==> config.mk <==
export PLATFORM = sky130hd
export DESIGN_NAME = fetch_ctrl_flat
export DESIGN_NICKNAME = d
export VERILOG_FILES = /design/src/rtl/fetch_ctrl_pkg.sv /design/src/rtl/fetch_ctrl_if.sv /design/src/rtl/fetch_ctrl_redirect_buffer.sv /design/src/rtl/fetch_ctrl.sv /design/src/flat_wrapper.sv
export SDC_FILE = /design/constraint.sdc
export NUM_CORES = 1
export LEC_CHECK = 0
export ABC_CLOCK_PERIOD_IN_PS = 4150
export CORE_MARGIN = 3
export CORE_UTILIZATION = 40
export CTS_CLUSTER_SIZE = 12
export DETAILED_ROUTE_END_ITERATION = 8
export GPL_TIMING_DRIVEN = 0
export PLACE_DENSITY = 0.74
export SYNTH_ARGS = -nofsm -noshare
export SYNTH_HDL_FRONTEND = slang
export SYNTH_SLANG_ARGS = --single-unit
==> constraint.sdc <==
create_clock -name clk -period 4.15 [get_ports clk]
set_input_delay 0.83 -clock clk [delete_from_list [all_inputs] [get_ports clk]]
set_output_delay 0.83 -clock clk [all_outputs]
set_load 0.005 [all_outputs]
==> src/rtl/fetch_ctrl_pkg.sv <==
// Shared types and defaults for the fetch sequencer.
// Latency: n/a (declarations only).
// Backpressure: n/a.
package fetch_ctrl_pkg;

    localparam logic [31:0] RESET_PC_DEF = 32'h0000_3000;
    localparam logic [31:0] EXC_VEC_DEF  = 32'h0000_4180;

    typedef enum logic [1:0] {
        ST_IDLE = 2'd0,
        ST_REQ  = 2'd1,
        ST_HOLD = 2'd2
    } state_t;

    // Numeric order is the redirect priority: a larger value wins.
    typedef enum logic [1:0] {
        RD_NONE = 2'd0,
        RD_BR   = 2'd1,
        RD_ERET = 2'd2,
        RD_EXC  = 2'd3
    } rd_kind_t;

    typedef struct packed {
        rd_kind_t    kind;
        logic [31:0] target;
    } redirect_t;

    // EXC and ERET both discard the fetched instruction and may be applied from HOLD.
    function automatic logic is_exc_class(input rd_kind_t k);
        return (k == RD_EXC) || (k == RD_ERET);
    endfunction

endpackage

==> src/rtl/fetch_ctrl_if.sv <==
// Bundle of the fetch sequencer's pipeline, CP0 and IM signals.
// Latency: n/a (wiring only).
// Backpressure: IM stalls the sequencer by withholding im_ack.
interface fetch_ctrl_if;
    logic [31:0] pc;
    logic        hazard_stall;
    logic        br_taken;
    logic [31:0] br_target;
    logic        exc_req;
    logic        eret_req;
    logic [31:0] epc;
    logic        im_ack;
    logic        im_req;
    logic [31:0] npc;
    logic        pc_stall;
    logic        if_flush;
    logic        redirect_pending;

    // master: the fetch sequencer itself
    modport master (
        input  pc, hazard_stall, br_taken, br_target, exc_req, eret_req, epc, im_ack,
        output im_req, npc, pc_stall, if_flush, redirect_pending
    );

    // slave: the surrounding pipeline / memory side
    modport slave (
        output pc, hazard_stall, br_taken, br_target, exc_req, eret_req, epc, im_ack,
        input  im_req, npc, pc_stall, if_flush, redirect_pending
    );
endinterface

==> src/rtl/fetch_ctrl_redirect_buffer.sv <==
// Single-entry redirect buffer with priority merge of stored and incoming redirects.
// Latency: effective redirect is combinational; stored entry updates next cycle.
// Backpressure: none; lower-priority arrivals are dropped while a higher one is held.
module redirect_buffer
    import fetch_ctrl_pkg::*;
#(
    parameter logic [31:0] EXC_VEC = EXC_VEC_DEF
) (
    input  logic        clk,
    input  logic        reset,
    input  logic        exc_req,
    input  logic        eret_req,
    input  logic [31:0] epc,
    input  logic        br_taken,
    input  logic [31:0] br_target,
    input  logic        clear,
    output redirect_t   eff,
    output logic        pend_vld
);

    redirect_t pend_q;
    redirect_t in_c;

    // Encode this cycle's events; EXC beats ERET beats BR when they coincide.
    always_comb begin
        in_c = '{kind: RD_NONE, target: 32'h0};
        if (exc_req) begin
            in_c = '{kind: RD_EXC, target: EXC_VEC};
        end else if (eret_req) begin
            in_c = '{kind: RD_ERET, target: epc};
        end else if (br_taken) begin
            in_c = '{kind: RD_BR, target: br_target};
        end
    end

    // Incoming event replaces the stored one on equal or higher priority.
    always_comb begin
        eff = pend_q;
        if ((in_c.kind != RD_NONE) && (in_c.kind >= pend_q.kind)) begin
            eff = in_c;
        end
    end

    // Hold the merged redirect until the sequencer applies it.
    always_ff @(posedge clk or posedge reset) begin
        if (reset) begin
            pend_q <= '{kind: RD_NONE, target: 32'h0};
        end else if (clear) begin
            pend_q <= '{kind: RD_NONE, target: 32'h0};
        end else begin
            pend_q <= eff;
        end
    end

    assign pend_vld = (pend_q.kind != RD_NONE);

endmodule

==> src/rtl/fetch_ctrl.sv <==
// Fetch sequencer: IM request handshake, next-PC selection and redirect merging.
// Latency: npc/pc_stall combinational; one instruction per cycle while im_ack stays high.
// Backpressure: im_ack low or hazard_stall high freeze the PC (pc_stall=1).
module fetch_ctrl
    import fetch_ctrl_pkg::*;
#(
    parameter logic [31:0] RESET_PC = RESET_PC_DEF,
    parameter logic [31:0] EXC_VEC  = EXC_VEC_DEF
) (
    input  logic          clk,
    input  logic          reset,
    fetch_ctrl_if.master  bus
);

    state_t      state_q;
    state_t      state_nxt;
    redirect_t   eff;
    logic        pend_vld;
    logic        clear;
    logic        pc_stall_c;
    logic        if_flush_c;
    logic [31:0] npc_c;
    logic [31:0] pc_inc;

    assign pc_inc = bus.pc + 32'd4;

    redirect_buffer #(
        .EXC_VEC (EXC_VEC)
    ) u_rbuf (
        .clk       (clk),
        .reset     (reset),
        .exc_req   (bus.exc_req),
        .eret_req  (bus.eret_req),
        .epc       (bus.epc),
        .br_taken  (bus.br_taken),
        .br_target (bus.br_target),
        .clear     (clear),
        .eff       (eff),
        .pend_vld  (pend_vld)
    );

    // State register.
    always_ff @(posedge clk or posedge reset) begin
        if (reset) begin
            state_q <= ST_IDLE;
        end else begin
            state_q <= state_nxt;
        end
    end

    // Next state, next PC and redirect application.
    always_comb begin
        state_nxt  = state_q;
        pc_stall_c = 1'b1;
        npc_c      = bus.pc;
        if_flush_c = 1'b0;
        clear      = 1'b0;
        case (state_q)
            ST_IDLE: begin
                state_nxt = ST_REQ;
            end
            ST_REQ: begin
                if (bus.im_ack) begin
                    if (is_exc_class(eff.kind)) begin
                        pc_stall_c = 1'b0;
                        npc_c      = eff.target;
                        if_flush_c = 1'b1;
                        clear      = 1'b1;
                    end else if (bus.hazard_stall) begin
                        // Same pc is re-fetched once the hazard clears.
                        state_nxt = ST_HOLD;
                    end else if (eff.kind == RD_BR) begin
                        // Delay-slot instruction is kept, so no flush.
                        pc_stall_c = 1'b0;
                        npc_c      = eff.target;
                        clear      = 1'b1;
                    end else begin
                        pc_stall_c = 1'b0;
                        npc_c      = pc_inc;
                    end
                end
            end
            ST_HOLD: begin
                if (is_exc_class(eff.kind)) begin
                    pc_stall_c = 1'b0;
                    npc_c      = eff.target;
                    if_flush_c = 1'b1;
                    clear      = 1'b1;
                    state_nxt  = ST_REQ;
                end else if (!bus.hazard_stall) begin
                    state_nxt = ST_REQ;
                end
            end
            default: begin
                state_nxt = ST_IDLE;
            end
        endcase
        // While reset is held the PC register sees its own reset value.
        if (reset) begin
            npc_c      = RESET_PC;
            pc_stall_c = 1'b1;
            if_flush_c = 1'b0;
            clear      = 1'b1;
        end
    end

    assign bus.im_req           = (state_q == ST_REQ);
    assign bus.npc              = npc_c;
    assign bus.pc_stall         = pc_stall_c;
    assign bus.if_flush         = if_flush_c;
    assign bus.redirect_pending = pend_vld;

endmodule

==> src/flat_wrapper.sv <==
// flat-port wrapper written by rule: the top's interface ports become plain ports
module fetch_ctrl_flat import fetch_ctrl_pkg::*;
#(
    parameter logic [31:0] RESET_PC = RESET_PC_DEF,
    parameter logic [31:0] EXC_VEC  = EXC_VEC_DEF
)
  (clk, reset, bus_pc, bus_hazard_stall, bus_br_taken, bus_br_target, bus_exc_req, bus_eret_req, bus_epc, bus_im_ack, bus_im_req, bus_npc, bus_pc_stall, bus_if_flush, bus_redirect_pending);
  fetch_ctrl_if bus_i ();
  input  logic clk;
  input  logic reset;
  input wire logic [$bits(bus_i.pc)-1:0] bus_pc;
  input wire logic [$bits(bus_i.hazard_stall)-1:0] bus_hazard_stall;
  input wire logic [$bits(bus_i.br_taken)-1:0] bus_br_taken;
  input wire logic [$bits(bus_i.br_target)-1:0] bus_br_target;
  input wire logic [$bits(bus_i.exc_req)-1:0] bus_exc_req;
  input wire logic [$bits(bus_i.eret_req)-1:0] bus_eret_req;
  input wire logic [$bits(bus_i.epc)-1:0] bus_epc;
  input wire logic [$bits(bus_i.im_ack)-1:0] bus_im_ack;
  output wire logic [$bits(bus_i.im_req)-1:0] bus_im_req;
  output wire logic [$bits(bus_i.npc)-1:0] bus_npc;
  output wire logic [$bits(bus_i.pc_stall)-1:0] bus_pc_stall;
  output wire logic [$bits(bus_i.if_flush)-1:0] bus_if_flush;
  output wire logic [$bits(bus_i.redirect_pending)-1:0] bus_redirect_pending;
  assign bus_i.pc = bus_pc;
  assign bus_i.hazard_stall = bus_hazard_stall;
  assign bus_i.br_taken = bus_br_taken;
  assign bus_i.br_target = bus_br_target;
  assign bus_i.exc_req = bus_exc_req;
  assign bus_i.eret_req = bus_eret_req;
  assign bus_i.epc = bus_epc;
  assign bus_i.im_ack = bus_im_ack;
  assign bus_im_req = bus_i.im_req;
  assign bus_npc = bus_i.npc;
  assign bus_pc_stall = bus_i.pc_stall;
  assign bus_if_flush = bus_i.if_flush;
  assign bus_redirect_pending = bus_i.redirect_pending;
  fetch_ctrl #(.RESET_PC(RESET_PC), .EXC_VEC(EXC_VEC)) u_core (.clk(clk), .reset(reset), .bus(bus_i));
endmodule
* Word level (Yosys, flattened, before mapping) *
Cells that the tools add are included.
W data, S select, Z words.

storage, ports and cells
  register bits = 36
  latch bits = 0
  RAM bits = 0
  memory bits (read-only) = 0
  output and inout port bits = 36
  memories = 0

operators by class
  add/sub/neg operators = 1
  $mul = 0
  divide/modulo/power cells = 0
  magnitude comparators = 1
  equality and inequality tests = 9
  shift operators = 0
  multiplexer cells = 34
  bitwise logic cells = 0
  reduce and logical (&&, ||, !) cells = 6

operator list
  kind                     count
  $mux W32                 6
  $mux W34                 4
  $pmux W32 S2             1
  $mux W33                 1
  $add A32 B3 Y32 const B  1
  $mux W1                  13
  $mux W2                  5
  $eq A2 B2 Y1 const B     3
  $ne A2 B2 Y1 const B     3
  $pmux W1 S2              3
  $pmux W2 S3              1
  $eq A2 B1 Y1 const B     2
  $reduce_and A4 Y1        1
  $reduce_bool A2 Y1       2
  $ne A3 B2 Y1 const B     1
  $ge A2 B2 Y1             1
  $logic_not A2 Y1         1
  $logic_and A1 B1 Y1      1
  $logic_or A1 B1 Y1       1

* Longest topological paths before layout *
  word-level depth = 14
  mapped depth = 13

* Modules after synthesis *
A second synthesis with hierarchy kept.

unflattened totals
  cell total of the unflattened synthesis = 665
  area, all modules = 4934.7 µm²

modules (own cells, without submodules)
  module           times used  cells each  area an instance (µm²)  sequential area each (µm²)
  fetch_ctrl       1           429         2766.4                  50.0
  redirect_buffer  1           236         2168.3                  850.8

* Least setup slack after synthesis *
No wires, ideal clock.

  path type = input -> output
  start point = in bus_eret_req
  end point = out bus_npc[5]
  arrival = 3.276 ns
  slack = 0.044 ns
  cell stages on the path = 13
  path through = buf_2 -> nor2b_1 -> nor2_1 -> ha_1 -> nand2b_1 -> a21oi_1 -> buf_2 -> o211a_1 -> nand2_1 -> buf_2 -> o32ai_1 -> o221ai_1 -> a211oi_1

between the ends
  cells in the longest elaborated chain, start to end = 12
  elaborated cells on any way between the ends = 17
  those cells by class = order compare (1); eq/ne (3); mux (10); reduce/logical (3)

ends and longest elaborated chain
  what                                                       line                              source
  from (decl)                                                flat_wrapper.sv:16                input wire logic [$bits(bus_i.eret_req)-1:0] bus_eret_req;
  $mux W34 (*)                                               fetch_ctrl_redirect_buffer.sv:29  end else if (eret_req) begin
  $mux W34 (*)                                               fetch_ctrl_redirect_buffer.sv:27  if (exc_req) begin
  $ge A2 B2 Y1 / $reduce_bool A2 Y1 (equally long branches)  fetch_ctrl_redirect_buffer.sv:39  if ((in_c.kind != RD_NONE) && (in_c.kind >= pend_q.kind)) begin
  $logic_and A1 B1 Y1                                        fetch_ctrl_redirect_buffer.sv:39
  $mux W34 (*)                                               fetch_ctrl_redirect_buffer.sv:39
  $eq A2 B1 Y1                                               fetch_ctrl.sv:72                  end else if (eff.kind == RD_BR) begin
  $mux W32                                                   fetch_ctrl.sv:72
  $mux W32                                                   fetch_ctrl.sv:69                  end else if (bus.hazard_stall) begin
  $mux W32                                                   fetch_ctrl.sv:64                  if (is_exc_class(eff.kind)) begin
  $mux W32                                                   fetch_ctrl.sv:63                  if (bus.im_ack) begin
  $pmux W32 S2 (*)                                           fetch_ctrl.sv:58                  case (state_q)
  $mux W32 (*)                                               fetch_ctrl.sv:99                  if (reset) begin
  to (decl)                                                  flat_wrapper.sv:20                output wire logic [$bits(bus_i.npc)-1:0] bus_npc;

Mark *: on every way between the ends. The rest lies on a longest branch, timed or not.

* Worst setup path after layout *
  start point = in bus_eret_req
  end point = out bus_npc[20]

Same word-level chain as after synthesis.

==> flow_metrics.env <==
export IMPL_synth_compound_area_share_pct=40.59
export IMPL_rr_endpoint="u_core.u_rbuf.pend_q[10]"
export IMPL_reg2regPathDepth=13
export IMPL_yosysSeqAreaShare_pct=20.82
export IMPL_switchingPower_mw=1.771
export IMPL_crit_top_cell="buf_6"
export IMPL_worst_slew_pin_slew_ps=981.3
export IMPL_wl_um=23430
export IMPL_crit_slowest_cell="nor4_1"
export IMPL_syn_avg_cell_area_um2=6.752
export IMPL_place_area_mm2=0.005771
export IMPL_dieArea_mm2=0.01210
export IMPL_max_cap_violations=0
export IMPL_synth_edf_count=0
export IMPL_dr_pass1_iters=7
export IMPL_fin_crit_sh_pct=104.8
export IMPL_synthAdderAreaFrac_pct=2.024
export IMPL_synth_xor_area_share_pct=0.6071
export IMPL_ys_types=63
export IMPL_p_clk_share_pct=9.6
export IMPL_num_rows=37
export IMPL_slew_viol_final=0
export IMPL_cts_buffers=5
export IMPL_clkSinkCount=36
export IMPL_diodes=0
export IMPL_clk_pin_slew_ps=80
export IMPL_path_max_fanout=8
export IMPL_area_delta_synth_final_pct=60.77
export IMPL_ir_worst_vdd_mv=0.3812
export IMPL_internal_power_mw=1.659
export IMPL_min_period_ps=4347
export IMPL_synth_area_mm2=0.004328
export IMPL_tritoncts="done"
export IMPL_crit_required_ps=3320
export IMPL_drc=0
export IMPL_insertion_delay_ps=300
export IMPL_grt_pass1_vias=6149
export IMPL_start_util_pct=41.55
export IMPL_die_h_um=110.0
export IMPL_synth_seq_cells=36
export IMPL_htreeDepth=2
export IMPL_holdPathEnd="u_core.u_rbuf.pend_q[18]"
export IMPL_grt_util_all_layers_pct=37.22
export IMPL_synth_flop_cell="dfrtp_1"
export IMPL_instances_no_fill=968
export IMPL_r2r_start="u_core.u_rbuf.pend_q[33]"
export IMPL_fmax_ghz=0.2300
export IMPL_worstSetupStartpointType="input port"
export IMPL_setup_ws_ps=-197.2
export IMPL_grt_pass1_wl_um=34230
export IMPL_drt_iter0_drc=893
export IMPL_dpl_hpwl_um=15720
export IMPL_worst_clock_skew_ps=13.39
export IMPL_holdCritStartpoint="u_core.u_rbuf.pend_q[18]"
export IMPL_nFillCells=871
export IMPL_slew_headroom_pct=34.58
export IMPL_syn_inst=641
export IMPL_combPwrFrac_pct=78.0
export IMPL_portBuffers=127
export IMPL_path_cells="buf_6 -> nor2b_4 -> nor2_4 -> ha_4 -> nand2b_4 -> a21oi_4 -> buf_6 -> clkbuf_2 -> buf_4 -> nor4_1 -> a21oi_2 -> a221o_1 -> a211oi_2 -> buf_2"
export IMPL_placed_cells=904
export IMPL_place_gp_congestion=1.012
export IMPL_fp_dieW_um=110.0
export IMPL_coreArea_mm2=0.01042
export IMPL_gr_total_overflow=0
export IMPL_wl_per_cell_um=24.20
export IMPL_synth_top_family_by_area="compound AO/OA/AOI/OAI gates"
export IMPL_path_delay_family="compound AO/OA/AOI/OAI gates"
export IMPL_whs_path_depth=2
export IMPL_synth_simple_area_share_pct=27.35
export IMPL_swShare_pct=51.64
export IMPL_fin_nets=941
export IMPL_syn_nets=751
export IMPL_drive_above_1_share_pct=27.28
export IMPL_root_buffer="clkbuf_8"
export IMPL_whs_ps=540.7
export IMPL_antenna_found_initial=0
export IMPL_p_leak_nw=2.697
export IMPL_r2r_slack_ps=1190
export IMPL_ios=139
export IMPL_via_per_inst=6.691
export IMPL_hp_class="reg -> reg"
export IMPL_setup_viol_count_final=7
export IMPL_ys_warnings_count=0
export IMPL_violations="negative setup slack"
export IMPL_status="finished, violations left"
export IMPL_power_density_mw_per_mm2=493.1
export IMPL_synth_mux_area_share_pct=1.388
export IMPL_power_frac_seq_pct=12.4
export IMPL_cp_num_buf_inv=5
export IMPL_fin_area_mm2=0.006958
export IMPL_grt_start_max_net_pins=45
export IMPL_slowest_delay_ps=420
export IMPL_holdBufCountCts=0
export IMPL_cts_buffer_depth=2
export IMPL_ant_nets=0
export IMPL_crit_arrival_ps=3520
export IMPL_hold_viol_final=0
export IMPL_critPathKind="in -> out"
export IMPL_rsz0062_at_grt="true"
export IMPL_vias=6477
export IMPL_cp_end_kind="output pin"
export IMPL_synthArstFlopShare_pct=100.0
==> kinds of logic after synthesis <==
family	Yosys count
mux	6
simple gates	243
compound gates	269
flops	36
buf+inv	77
fa+ha+maj	7
xor+xnor	3
==> cells in the mapped netlist (all sizes together), types with 4 or more instances <==
cell type | n | share of area [%]
a21oi | 74 | 8.7
nor2 | 71 | 6.2
o21ai | 59 | 6.8
nand2 | 55 | 4.9
clkbuf | 48 | 4.2
dfrtp | 36 | 21
a22oi | 29 | 5.0
nand3 | 27 | 3.2
nor4 | 26 | 4.1
buf | 18 | 2.1
nor3 | 16 | 1.9
nor2b | 14 | 2.0
o22ai | 12 | 1.7
inv | 10 | 0.87
a211oi | 9 | 1.6
a31oi | 8 | 1.2
nand4 | 8 | 1.2
o221ai | 8 | 1.6
and3 | 7 | 1.0
ha | 7 | 2.0
o211ai | 7 | 1.2
and2 | 6 | 0.87
mux2i | 6 | 1.4
o21a | 6 | 1.0
a221oi | 5 | 1.0
a311oi | 5 | 1.0
o31ai | 5 | 0.87
a211o | 4 | 0.81
a21boi | 4 | 0.69
a21o | 4 | 0.69
nand2b | 4 | 0.58
o2111ai | 4 | 0.81
or3 | 4 | 0.58
==> what timing repair did <==
item / in CTS / in global routing
gates cloned: 1 / 0
buffers inserted: 42 / 17
gates resized for setup: 223 / 94
pin swaps: 42 / 41
endpoints found under the setup margin: 64 / 31
==> how the worst max path moves through the flow <==
stage / start / to / cells past startpoint
after CTS: bus_br_taken / bus_npc[10] / 17
after floorplan: bus_eret_req / bus_npc[5] / 13
after global placement: bus_br_taken / bus_npc[18] / 13
final: bus_eret_req / bus_npc[20] / 14
after global routing: bus_eret_req / bus_npc[20] / 14
after detailed placement: bus_br_taken / bus_npc[18] / 13
==> area by class of cell <==
cell class | instances | area [um2] | share of cell area, %
Multi-Input combinational cell | 528 | 3687 | 52.99
Timing Repair Buffer | 185 | 1630 | 23.43
Sequential cell | 36 | 900.9 | 12.95
Buffer | 64 | 412.9 | 5.934
Tap cell | 136 | 170.2 | 2.446
Clock buffer | 5 | 68.82 | 0.9890
Inverter | 11 | 45.04 | 0.6474
Clock inverter | 3 | 42.54 | 0.6114
==> flip-flops by register name (all words and copies together) (netlist names) <==
signal and count:
u_core.u_rbuf.pend_q 34, u_core.state_q 2
==> cell usage in the layout, fill, tap and decap left out, drive strengths merged, types with 26 or more instances in the layout <==
master | synthesis | final
a21oi | 74 | 74
a22oi | 29 | 29
buf | 18 | 91
clkbuf | 48 | 61
clkdlybuf4s50 | 0 | 84
dfrtp | 36 | 36
nand2 | 55 | 55
nand3 | 27 | 27
nor2 | 71 | 71
nor4 | 26 | 26
o21ai | 59 | 59
==> power by group through the flow <==
stage | logic (mW) | registers, mW | clock network [mW]
2_1_floorplan | 1.13 | 0.419 | 0
3_3_place_gp | 2.02 | 0.421 | 0
3_5_place_dp | 2.03 | 0.425 | 0
4_1_cts | 2.40 | 0.420 | 0.326
5_1_grt | 2.79 | 0.430 | 0.340
6_report | 2.68 | 0.426 | 0.329
==> tightest hold or removal path, stage by stage, from the launching register on <==
cell and delay (ps):
dfrtp_1 340, a21oi_2 70, nor2_1 100
==> stage by stage <==
stage,utilization [%],setup slack (ps),TNS [ps],total power [mW]
after floorplan,-,43.73,0,1.548
after global placement,55.39,-1847,-61170,2.442
after detailed placement,55.40,-1830,-62970,2.455
after CTS,64.10,-37.99,-72.23,3.149
after global routing,66.80,-230.5,-928.2,3.564
final,66.80,-197.2,-427.2,3.431
==> metal layers <==
metal	part of all wire (%)	track usage, %	wire (um)
met1	38	46.53	8915
met2	45	61.05	10550
met3	12	7.630	2718
met4	5.3	17.90	1236
met5	0	0	0
Power figures use the tool's default switching activity.
